File: src/rtl/load_store_unit.sv
`default_nettype none
// ============================================================================
//  Module   : load_store_unit
//  Purpose  : Byte/halfword/word load-store engine in front of a word-wide
//             data memory with combinational read and falling-edge write.
//             Sub-word stores are done as read-modify-write (ACCESS reads
//             the old word, MERGE writes it back with one lane replaced).
//  Revision : 1.0  initial release
// ----------------------------------------------------------------------------
//  Ports
//    clock            in   1   single clock, rising-edge state updates
//    reset            in   1   synchronous active-high reset
//    req_valid        in   1   request present
//    req_ready        out  1   request accepted when high with req_valid
//    req_write        in   1   1 = store, 0 = load
//    req_size         in   2   00 byte, 01 halfword, 10 word, 11 illegal
//    req_unsigned     in   1   zero-extend (1) / sign-extend (0) sub-word loads
//    req_address      in   32  byte address
//    req_store_data   in   32  store data (low byte/halfword for sub-word)
//    resp_valid       out  1   one-cycle completion pulse
//    resp_error       out  1   request was erroneous (valid with resp_valid)
//    resp_load_data   out  32  extended load data, 0 for stores/errors
//    mem_address      out  30  word address to the data memory
//    mem_write_enable out  1   memory write strobe (memory writes on negedge)
//    mem_write_input  out  32  memory write data
//    mem_read_result  in   32  combinational memory read data
// ============================================================================
module load_store_unit #(
  parameter int MEM_DEPTH = 2048
) (
  input  logic        clock,
  input  logic        reset,
  input  logic        req_valid,
  output logic        req_ready,
  input  logic        req_write,
  input  logic [1:0]  req_size,
  input  logic        req_unsigned,
  input  logic [31:0] req_address,
  input  logic [31:0] req_store_data,
  output logic        resp_valid,
  output logic        resp_error,
  output logic [31:0] resp_load_data,
  output logic [29:0] mem_address,
  output logic        mem_write_enable,
  output logic [31:0] mem_write_input,
  input  logic [31:0] mem_read_result
);

  localparam logic [31:0] c_DEPTH = 32'(MEM_DEPTH);

  localparam logic [1:0] c_SIZE_BYTE = 2'b00;
  localparam logic [1:0] c_SIZE_HALF = 2'b01;
  localparam logic [1:0] c_SIZE_WORD = 2'b10;

  typedef enum logic [1:0] {
    IDLE   = 2'd0,
    ACCESS = 2'd1,
    MERGE  = 2'd2,
    RESP   = 2'd3
  } state_t;

  state_t r_state;
  state_t w_next_state;

  // Latched request
  logic        r_write;
  logic [1:0]  r_size;
  logic        r_unsigned;
  logic [31:0] r_addr;
  logic [31:0] r_wdata;
  logic        r_err;

  // Old memory word for read-modify-write, and the response data register
  logic [31:0] r_old;
  logic [31:0] r_load_data;

  logic        w_accept;
  logic        w_req_err;
  logic [7:0]  w_byte;
  logic [15:0] w_half;
  logic [31:0] w_load_ext;
  logic [31:0] w_merged;

  // --------------------------------------------------------------------------
  // Request classification (on the live request, before latching)
  // --------------------------------------------------------------------------
  always_comb begin
    w_req_err = 1'b0;
    case (req_size)
      c_SIZE_HALF: w_req_err = req_address[0];
      c_SIZE_WORD: w_req_err = (req_address[1:0] != 2'b00);
      c_SIZE_BYTE: w_req_err = 1'b0;
      default:     w_req_err = 1'b1;
    endcase
    if ({2'b00, req_address[31:2]} >= c_DEPTH) begin
      w_req_err = 1'b1;
    end
  end

  // req_ready is forced low during reset so no request can slip in while
  // the block is being cleared.
  assign req_ready = (r_state == IDLE) && !reset;
  assign w_accept  = req_valid && req_ready;

  // --------------------------------------------------------------------------
  // Little-endian lane select and extension of the read word
  // --------------------------------------------------------------------------
  always_comb begin
    w_byte     = mem_read_result[{r_addr[1:0], 3'b000} +: 8];
    w_half     = mem_read_result[{r_addr[1], 4'b0000} +: 16];
    w_load_ext = mem_read_result;
    case (r_size)
      c_SIZE_BYTE: w_load_ext = r_unsigned ? {24'h000000, w_byte}
                                           : {{24{w_byte[7]}}, w_byte};
      c_SIZE_HALF: w_load_ext = r_unsigned ? {16'h0000, w_half}
                                           : {{16{w_half[15]}}, w_half};
      default:     w_load_ext = mem_read_result;
    endcase
  end

  // Old word with only the addressed lane replaced by the store data
  always_comb begin
    w_merged = r_old;
    if (r_size == c_SIZE_BYTE) begin
      w_merged[{r_addr[1:0], 3'b000} +: 8] = r_wdata[7:0];
    end else begin
      w_merged[{r_addr[1], 4'b0000} +: 16] = r_wdata[15:0];
    end
  end

  // --------------------------------------------------------------------------
  // FSM: state register
  // --------------------------------------------------------------------------
  always_ff @(posedge clock) begin
    if (reset) begin
      r_state <= IDLE;
    end else begin
      r_state <= w_next_state;
    end
  end

  // --------------------------------------------------------------------------
  // FSM: next state and memory-side outputs
  // --------------------------------------------------------------------------
  always_comb begin
    w_next_state     = r_state;
    mem_write_enable = 1'b0;
    mem_write_input  = 32'h0000_0000;
    case (r_state)
      IDLE: begin
        if (w_accept) begin
          w_next_state = w_req_err ? RESP : ACCESS;
        end
      end
      ACCESS: begin
        // Errors never reach ACCESS, so only legal operations land here.
        if (r_write && (r_size == c_SIZE_WORD)) begin
          mem_write_enable = 1'b1;
          mem_write_input  = r_wdata;
          w_next_state     = RESP;
        end else if (r_write) begin
          w_next_state = MERGE;
        end else begin
          w_next_state = RESP;
        end
      end
      MERGE: begin
        mem_write_enable = 1'b1;
        mem_write_input  = w_merged;
        w_next_state     = RESP;
      end
      RESP: begin
        w_next_state = IDLE;
      end
      default: begin
        w_next_state = IDLE;
      end
    endcase
    // A reset arriving mid-operation must abort without touching memory.
    if (reset) begin
      mem_write_enable = 1'b0;
    end
  end

  // --------------------------------------------------------------------------
  // Request latch and datapath registers
  // --------------------------------------------------------------------------
  always_ff @(posedge clock) begin
    if (reset) begin
      r_write     <= 1'b0;
      r_size      <= 2'b00;
      r_unsigned  <= 1'b0;
      r_addr      <= 32'h0000_0000;
      r_wdata     <= 32'h0000_0000;
      r_err       <= 1'b0;
      r_old       <= 32'h0000_0000;
      r_load_data <= 32'h0000_0000;
    end else begin
      case (r_state)
        IDLE: begin
          if (w_accept) begin
            r_write     <= req_write;
            r_size      <= req_size;
            r_unsigned  <= req_unsigned;
            r_addr      <= req_address;
            r_wdata     <= req_store_data;
            r_err       <= w_req_err;
            r_old       <= 32'h0000_0000;
            // Stores and errors report zero load data.
            r_load_data <= 32'h0000_0000;
          end
        end
        ACCESS: begin
          if (!r_write) begin
            r_load_data <= w_load_ext;
          end else if (r_size != c_SIZE_WORD) begin
            r_old <= mem_read_result;
          end
        end
        default: begin
        end
      endcase
    end
  end

  // --------------------------------------------------------------------------
  // Outputs
  // --------------------------------------------------------------------------
  assign mem_address    = r_addr[31:2];
  assign resp_valid     = (r_state == RESP);
  assign resp_error     = r_err;
  assign resp_load_data = r_load_data;

endmodule
`default_nettype wire

File: config.mk
export PLATFORM = sky130hd
export DESIGN_NAME = load_store_unit
export DESIGN_NICKNAME = d
export VERILOG_FILES = /design/src/rtl/load_store_unit.sv
export SDC_FILE = /design/constraint.sdc
export NUM_CORES = 1
export LEC_CHECK = 0
export ABC_AREA = 1
export CORE_ASPECT_RATIO = 1.5
export CORE_MARGIN = 3
export CORE_UTILIZATION = 44
export DETAILED_ROUTE_END_ITERATION = 10
export PLACE_DENSITY = 0.83
export SLEW_MARGIN = 15
export SYNTH_ARGS = -nofsm -noshare
export SYNTH_HDL_FRONTEND = slang
export SYNTH_SLANG_ARGS = --single-unit
File: constraint.sdc
create_clock -name clock -period 2.2 [get_ports clock]
set_input_delay 0.44 -clock clock [delete_from_list [all_inputs] [get_ports clock]]
set_output_delay 0.44 -clock clock [all_outputs]
set_load 0.1 [all_outputs]
# Yosys cells after proc, flatten, opt, wreduce, memory -nomap -nowiden
# Index checks and enable logic that the tools add are counted.
dict set report totals {
  in_bits 103
  ff_bits 135
  out_inout_bits 98
  word_cells 66
}
dict set report classes {
  n_reduce_logical 12
  shift 6
  n_addsub 2
  n_mux 24
  n_eq_ne 12
  order_cmp 1
}
# cell n
set op_table {}
lappend op_table {{two-way mux 32 bit} 8}
lappend op_table {{case mux 32 bit (2 select lines)} 4}
lappend op_table {{bitwise mux 32 bit} 2}
lappend op_table {{variable shift 16 x 7 -> 32 bit (first input constant)} 1}
lappend op_table {{variable shift 8 x 7 -> 32 bit (first input constant)} 1}
lappend op_table {{indexed part select 16 x 7 -> 32 bit} 1}
lappend op_table {{indexed part select 32 x 6 -> 16 bit} 1}
lappend op_table {{indexed part select 32 x 6 -> 8 bit} 1}
lappend op_table {{indexed part select 8 x 7 -> 32 bit} 1}
lappend op_table {{>= comparator 30 x 12 -> 1 bit (second input constant)} 1}
lappend op_table {{negator 5 -> 7 bit} 2}
lappend op_table {{inequality test 2 bit (second input constant)} 5}
lappend op_table {{equality test 2 bit (second input constant)} 4}
lappend op_table {{case mux 2 bit (4 select lines)} 1}
lappend op_table {{equality test 2 x 1 -> 1 bit (second input constant)} 3}
lappend op_table {{logical NOT 2 bit} 3}
lappend op_table {{two-way mux 1 bit} 5}
lappend op_table {{two-way mux 2 bit} 2}
lappend op_table {{AND reduction 4 bit} 1}
lappend op_table {{nonzero test 2 bit} 2}
lappend op_table {{logical AND 1 bit} 3}
lappend op_table {{case mux 1 bit (3 select lines)} 1}
lappend op_table {{AND reduction 3 bit} 1}
lappend op_table {{case mux 1 bit (2 select lines)} 1}
lappend op_table {{2 further kinds} 2}

# Depth between registers and ports, before layout
dict set report logic_depth {
  word_depth 6
  ltp_mapped 12
  ltp_nobuf 11
}

# Least setup slack after synthesis
# OpenSTA, ideal clock, no wires.
dict set report synth_path {
  path_type {register to output}
  startpoint {register r_addr[1]}
  endpoint {output mem_write_input[28]}
  path_buffers 3
  slack_ps -1455
  path_stages_with_launch 11
  required_ps 1760
  arrival_ps 3215
  path_cell_list {dfxtp_1 > buf_2 > inv_2 > clkbuf_1 > ha_1 > inv_1 > clkbuf_1 > nand3_1 > o221ai_1 > nand3_1 > a21oi_1}
}
dict set report synth_via {
  elab_chain_len 5
  word_cells_on_any_way 10
  classes_between {2 x add/sub; 4 x shift; 4 x mux}
}
# element line_no
set synth_lines {}
lappend synth_lines {{from (decl)} 69} ;# logic [31:0] r_addr;
lappend synth_lines {{from (signal assigned)} 205} ;# r_addr <= req_address;
lappend synth_lines {{negator 5 -> 7 bit (on tied branches)} {127, 125}}
lappend synth_lines {{indexed part select 16 x 7 -> 32 bit, or another cell as far along} 127} ;# w_merged[{r_addr[1], 4'b0000} +: 16] = r_wdata[15:0];
lappend synth_lines {{bitwise mux 32 bit (on tied branches)} {127, 125}}
lappend synth_lines {{two-way mux 32 bit (*)} 124} ;# if (r_size == c_SIZE_BYTE) begin
lappend synth_lines {{case mux 32 bit (2 select lines) (*)} 149} ;# case (r_state)
lappend synth_lines {{to (decl)} 45} ;# output logic [31:0] mem_write_input,
# Mark *: on every way between the ends. The rest lies on a longest branch, timed or not.

# Final worst setup path
dict set report layout_path {
  startpoint {register r_addr[1]}
  endpoint {output mem_write_input[16]}
}
# Same word-level chain as after synthesis.

==> run summary <==
Of the cells placed in the final design, the portion with a size suffix greater than 1 is 0.2753. The deepest clock path buffer count is 2. The leakage power total is 4.361 nW. The filler cell count is 1,186. The synthesized netlist cell count is 1,076. The switching part of the total came out at 0.4959.

The post-synthesis instance area is 7293 um^2. The post-synth net total is 1,188. Using the TritonRoute via totals, the vias-per-cell ratio works out to 5.838.

The overall die height is 163.7 um. The standard cell core area came out at 16,260 um^2. The count of boundary I/O pins is 201. Summed over all nets, the half-perimeter wirelength after detailed placement is 18.47 mm. In this run the worst hold path is classified as reg2reg. The multi-input combinational cells in the finished layout cover a total of 4755 um^2. The length in cells of the worst reg-to-reg path came out at 11.

The number of hold violations in the final report came out at 0. In this run the horizontal extent of the chip is 111.1 um. Subtracting the final worst setup slack from the clock period gives 2.575 ns. The CTS sink count came out at 135. The maximum number of pins on one net before global-route repair came out at 64. Setup repair after global routing could not meet its margin everywhere. After routing the design area is 11,460 um^2. Data on the critical path arrives at its endpoint at 2.14 ns. The power density over the cells is 1178 nW/um^2. The element type at the critical path start is a flop.

The most used flip-flop cell after synthesis is sky130_fd_sc_hd__dfxtp_1. The design draws 13.50 mW. The number of placed instances, taps included is 1,417. The total global-route track usage is 0.2809. The insertion delay of the later-clocked pin in the worst-skew pair came out at 0.43 ns. Summing over every cut layer, the via total after detailed routing is 8,541. The number of antenna violations at the first check in global routing is 0. Of the total power, the clock network draws 0.214.

The fraction of registers with async set or reset after synthesis came out at 0. The aggregate routed wire length is 28.13 mm. In this run the worst setup path begins at r_addr[1].

For this configuration, the core starts out at a cell density of 0.4485. For this run, global-route usage on met2 was measured as 0.4931. The diode insertion count for antenna repair came out at 0.

The clock buffer count from CTS is 17. In this run the core area contains 57 standard-cell rows. The worst register-to-register path ends at r_old[3]. The sequential element share of the synthesized area came out at 0.3706. The most critical setup path has its endpoint at mem_write_input[16]. The layout-stage area growth over the synthesis result is 57.18%. The flow ran to the end, but the final reports show violations. Port buffering added 200 buffers. The number of non-filler instances in the completed layout is 1,463.

The first global-routing pass estimated 41.52 mm of wire. Global routing finished with a remaining overflow of 0. The endpoint required time on the critical path came out at 1.76 ns. Of the total power, registers draw 0.240. The depth of the CTS H-tree is 4. The post-place instance area is 10,070 um^2. met2 is the most crowded layer. The worst setup path category is reg2out. The die area came out at 18,190 um^2. The antenna violation net count after detailed routing is 0. CTS placed an instance of sky130_fd_sc_hd__clkbuf_16 at the clock tree root.

In the post-route analysis, the smallest setup slack over all paths is -0.3752 ns. The checks that failed: setup timing. The peak supply drop is 1114 uV. Across all register-to-register paths, the minimum setup slack is 0.16 ns.

After synthesis, the netlist uses 31 different library cells. The net switching component of the power is 6.695 mW. The longest individual stage delay on the worst path is 0.40 ns.

The post-detailed-route wirelength per cell came out at 19.23 um. The worst register-to-register path begins at r_state[1]. In the final layout, flip-flops and latches occupy 2723 um^2. Dividing the final minimum period by the clock period gives 1.171.

The final net count came out at 1,356. The setup clock skew after layout is 0.009437 ns. The achievable clock frequency is 388.3 MHz.

The per-instance average area after synthesis came out at 6.778 um^2. During synthesis, Yosys emitted a total of 0 warnings. TritonCTS built the clock tree. The routability-driven placement congestion ratio came out at 0.9958.

The via count of the first global-routing pass was 7,923. The met1 track demand over resource is 0.3320. The post-route DRC violation count is 0. Clock-pin slew was measured on the worst setup and hold paths at 0.07 ns. In this run, synthesis inferred 0 flip-flops with an integrated enable.

The cell with the largest stage delay on the worst path is sky130_fd_sc_hd__dfxtp_4. The number of max-slew violations in the final report came out at 0. The transition at the pin with the smallest max-transition slack is 0.6592 ns. The maximum fanout along the worst path is 8.

Walking the worst path, the cells encountered are inv_8 > ha_4 > nand3_4 > o221ai_2 > nand3_2 > a21oi_4 > buf_12. The iteration count of the initial detailed-routing pass is 6. The starting DRC count in detailed routing came out at 878. The number of failing setup endpoints in the final timing report is 33. The count of maximum capacitance violations is 0. The internal power of the cells totals 6.806 mW. STA classifies the critical path endpoint as a primary output. The global routing met3 resource utilization came out at 0.04707.

Of the total power, combinational logic draws 0.546. The worst slew slack as a fraction of its limit is 0.5605. The total of flip-flops plus latches after synthesis came out at 135.
## stage by stage
stage	hold WS (ns)	setup slack [ns]	setup TNS [ns]	utilization
finish	0.4651	-0.3752	-10.14	0.7050
global route	0.4824	-0.4273	-12.03	0.7050
CTS	0.4659	-0.2862	-7.988	0.6831
detailed placement	0.4569	-0.05656	-0.6203	0.6193
global placement	0.4532	0.002162	0	0.6193
floorplan	0.4455	-0.2169	-5.433	-
## synthesized netlist by cell type (10+ instances only)
| library cell | count | area, um^2 |
|---|---|---|
| sky130_fd_sc_hd__clkbuf_1 | 47 | 176.4 |
| sky130_fd_sc_hd__o221ai_1 | 23 | 201.4 |
| sky130_fd_sc_hd__buf_4 | 36 | 270.3 |
| sky130_fd_sc_hd__buf_1 | 10 | 37.54 |
| sky130_fd_sc_hd__nand3_1 | 153 | 765.7 |
| sky130_fd_sc_hd__buf_2 | 16 | 80.08 |
| sky130_fd_sc_hd__o211ai_1 | 17 | 127.6 |
| sky130_fd_sc_hd__a21oi_1 | 113 | 565.5 |
| sky130_fd_sc_hd__nand2_1 | 254 | 953.4 |
| sky130_fd_sc_hd__dfxtp_1 | 135 | 2703 |
| sky130_fd_sc_hd__o21ai_0 | 80 | 400.4 |
| sky130_fd_sc_hd__nor2_1 | 75 | 281.5 |
| sky130_fd_sc_hd__inv_1 | 59 | 221.5 |
## final cells by class
| type | instances | area share |
|---|---|---|
| clock buffer | 19 | 0.03951 |
| clock inverter | 13 | 0.01179 |
| inverter | 65 | 0.02423 |
| multi-input combinational | 766 | 0.4148 |
| sequential | 135 | 0.2375 |
| tap | 206 | 0.02248 |
| timing repair buffer | 259 | 0.2497 |
## kinds of logic (layout without fill, tap and decap cells)
kind of cell | after synthesis | count (layout) | synth area share
flops | 135 | 135 | 0.3706
simple gates | 498 | 498 | 0.2937
fa+ha+maj | 9 | 9 | 0.01544
buf+inv | 175 | 356 | 0.1124
compound gates | 259 | 259 | 0.2079
## routing by layer
metal | wire length, um | vias up | share of wire
met4 | 1420 | 0 | 0.050
li1 | - | 3941 | -
met2 | 14520 | 517 | 0.52
met1 | 10090 | 3961 | 0.36
met5 | 0 | - | 0
met3 | 2102 | 122 | 0.075
## worst min path at each step
stage                     start           to  slack (ns)  cells after the start
finish                r_addr[6]    r_addr[6]        0.47                      2
global placement     r_addr[11]   r_addr[11]        0.45                      2
floorplan           r_wdata[16]  r_wdata[16]        0.45                      2
CTS                  r_addr[29]   r_addr[29]        0.47                      2
global route         r_addr[13]   r_addr[13]        0.48                      2
detailed placement   r_addr[29]   r_addr[29]        0.46                      2
## layout by cell type (no fill, tap or decap), types with 14 or more instances in the layout
cell type,instances
sky130_fd_sc_hd__o211ai_1,17
sky130_fd_sc_hd__nand3_1,122
sky130_fd_sc_hd__clkbuf_16,18
sky130_fd_sc_hd__clkdlybuf4s50_1,101
sky130_fd_sc_hd__buf_12,44
sky130_fd_sc_hd__nand2_1,239
sky130_fd_sc_hd__buf_4,102
sky130_fd_sc_hd__nand2_2,14
sky130_fd_sc_hd__a21oi_1,81
sky130_fd_sc_hd__nor2_1,72
sky130_fd_sc_hd__a21oi_4,32
sky130_fd_sc_hd__nand3_2,27
sky130_fd_sc_hd__o21ai_0,77
sky130_fd_sc_hd__dfxtp_1,129
sky130_fd_sc_hd__inv_1,49
## flip-flops by register name (all words and copies together), names as in the netlist
| signal | cells |
|---|---|
| r_addr | 32 |
| r_old | 32 |
| r_wdata | 32 |
| resp_load_data | 32 |
| r_size | 2 |
| r_state | 2 |
| r_unsigned | 1 |
| r_write | 1 |
| resp_error | 1 |
## power by group through the flow
stage	clock (mW)	sequential, mW	combinational, mW
final	2.89	3.24	7.37
after floorplan	0	3.91	4.24
after global routing	3.01	3.28	7.75
after detailed placement	0	3.24	6.50
after global placement	0	3.22	6.43
after CTS	2.89	3.20	6.95
## repair_timing
action | 4_1_cts | 5_1_grt
setup buffers | 9 | 4
hold buffers | 0 | 0
gates cloned | 2 | 1
endpoints found under the setup margin | 33 | 44
pin swaps | 51 | 41
resized for setup | 69 | 58
## critical path, delay by kind of cell (launching register included)
family,cells,cell delay (ns)
compound gates,2,0.41
flops,1,0.40
fa+ha+maj,1,0.33
simple gates,2,0.32
buf+inv,2,0.25
Note: power is estimated with default switching activity, not from simulation.
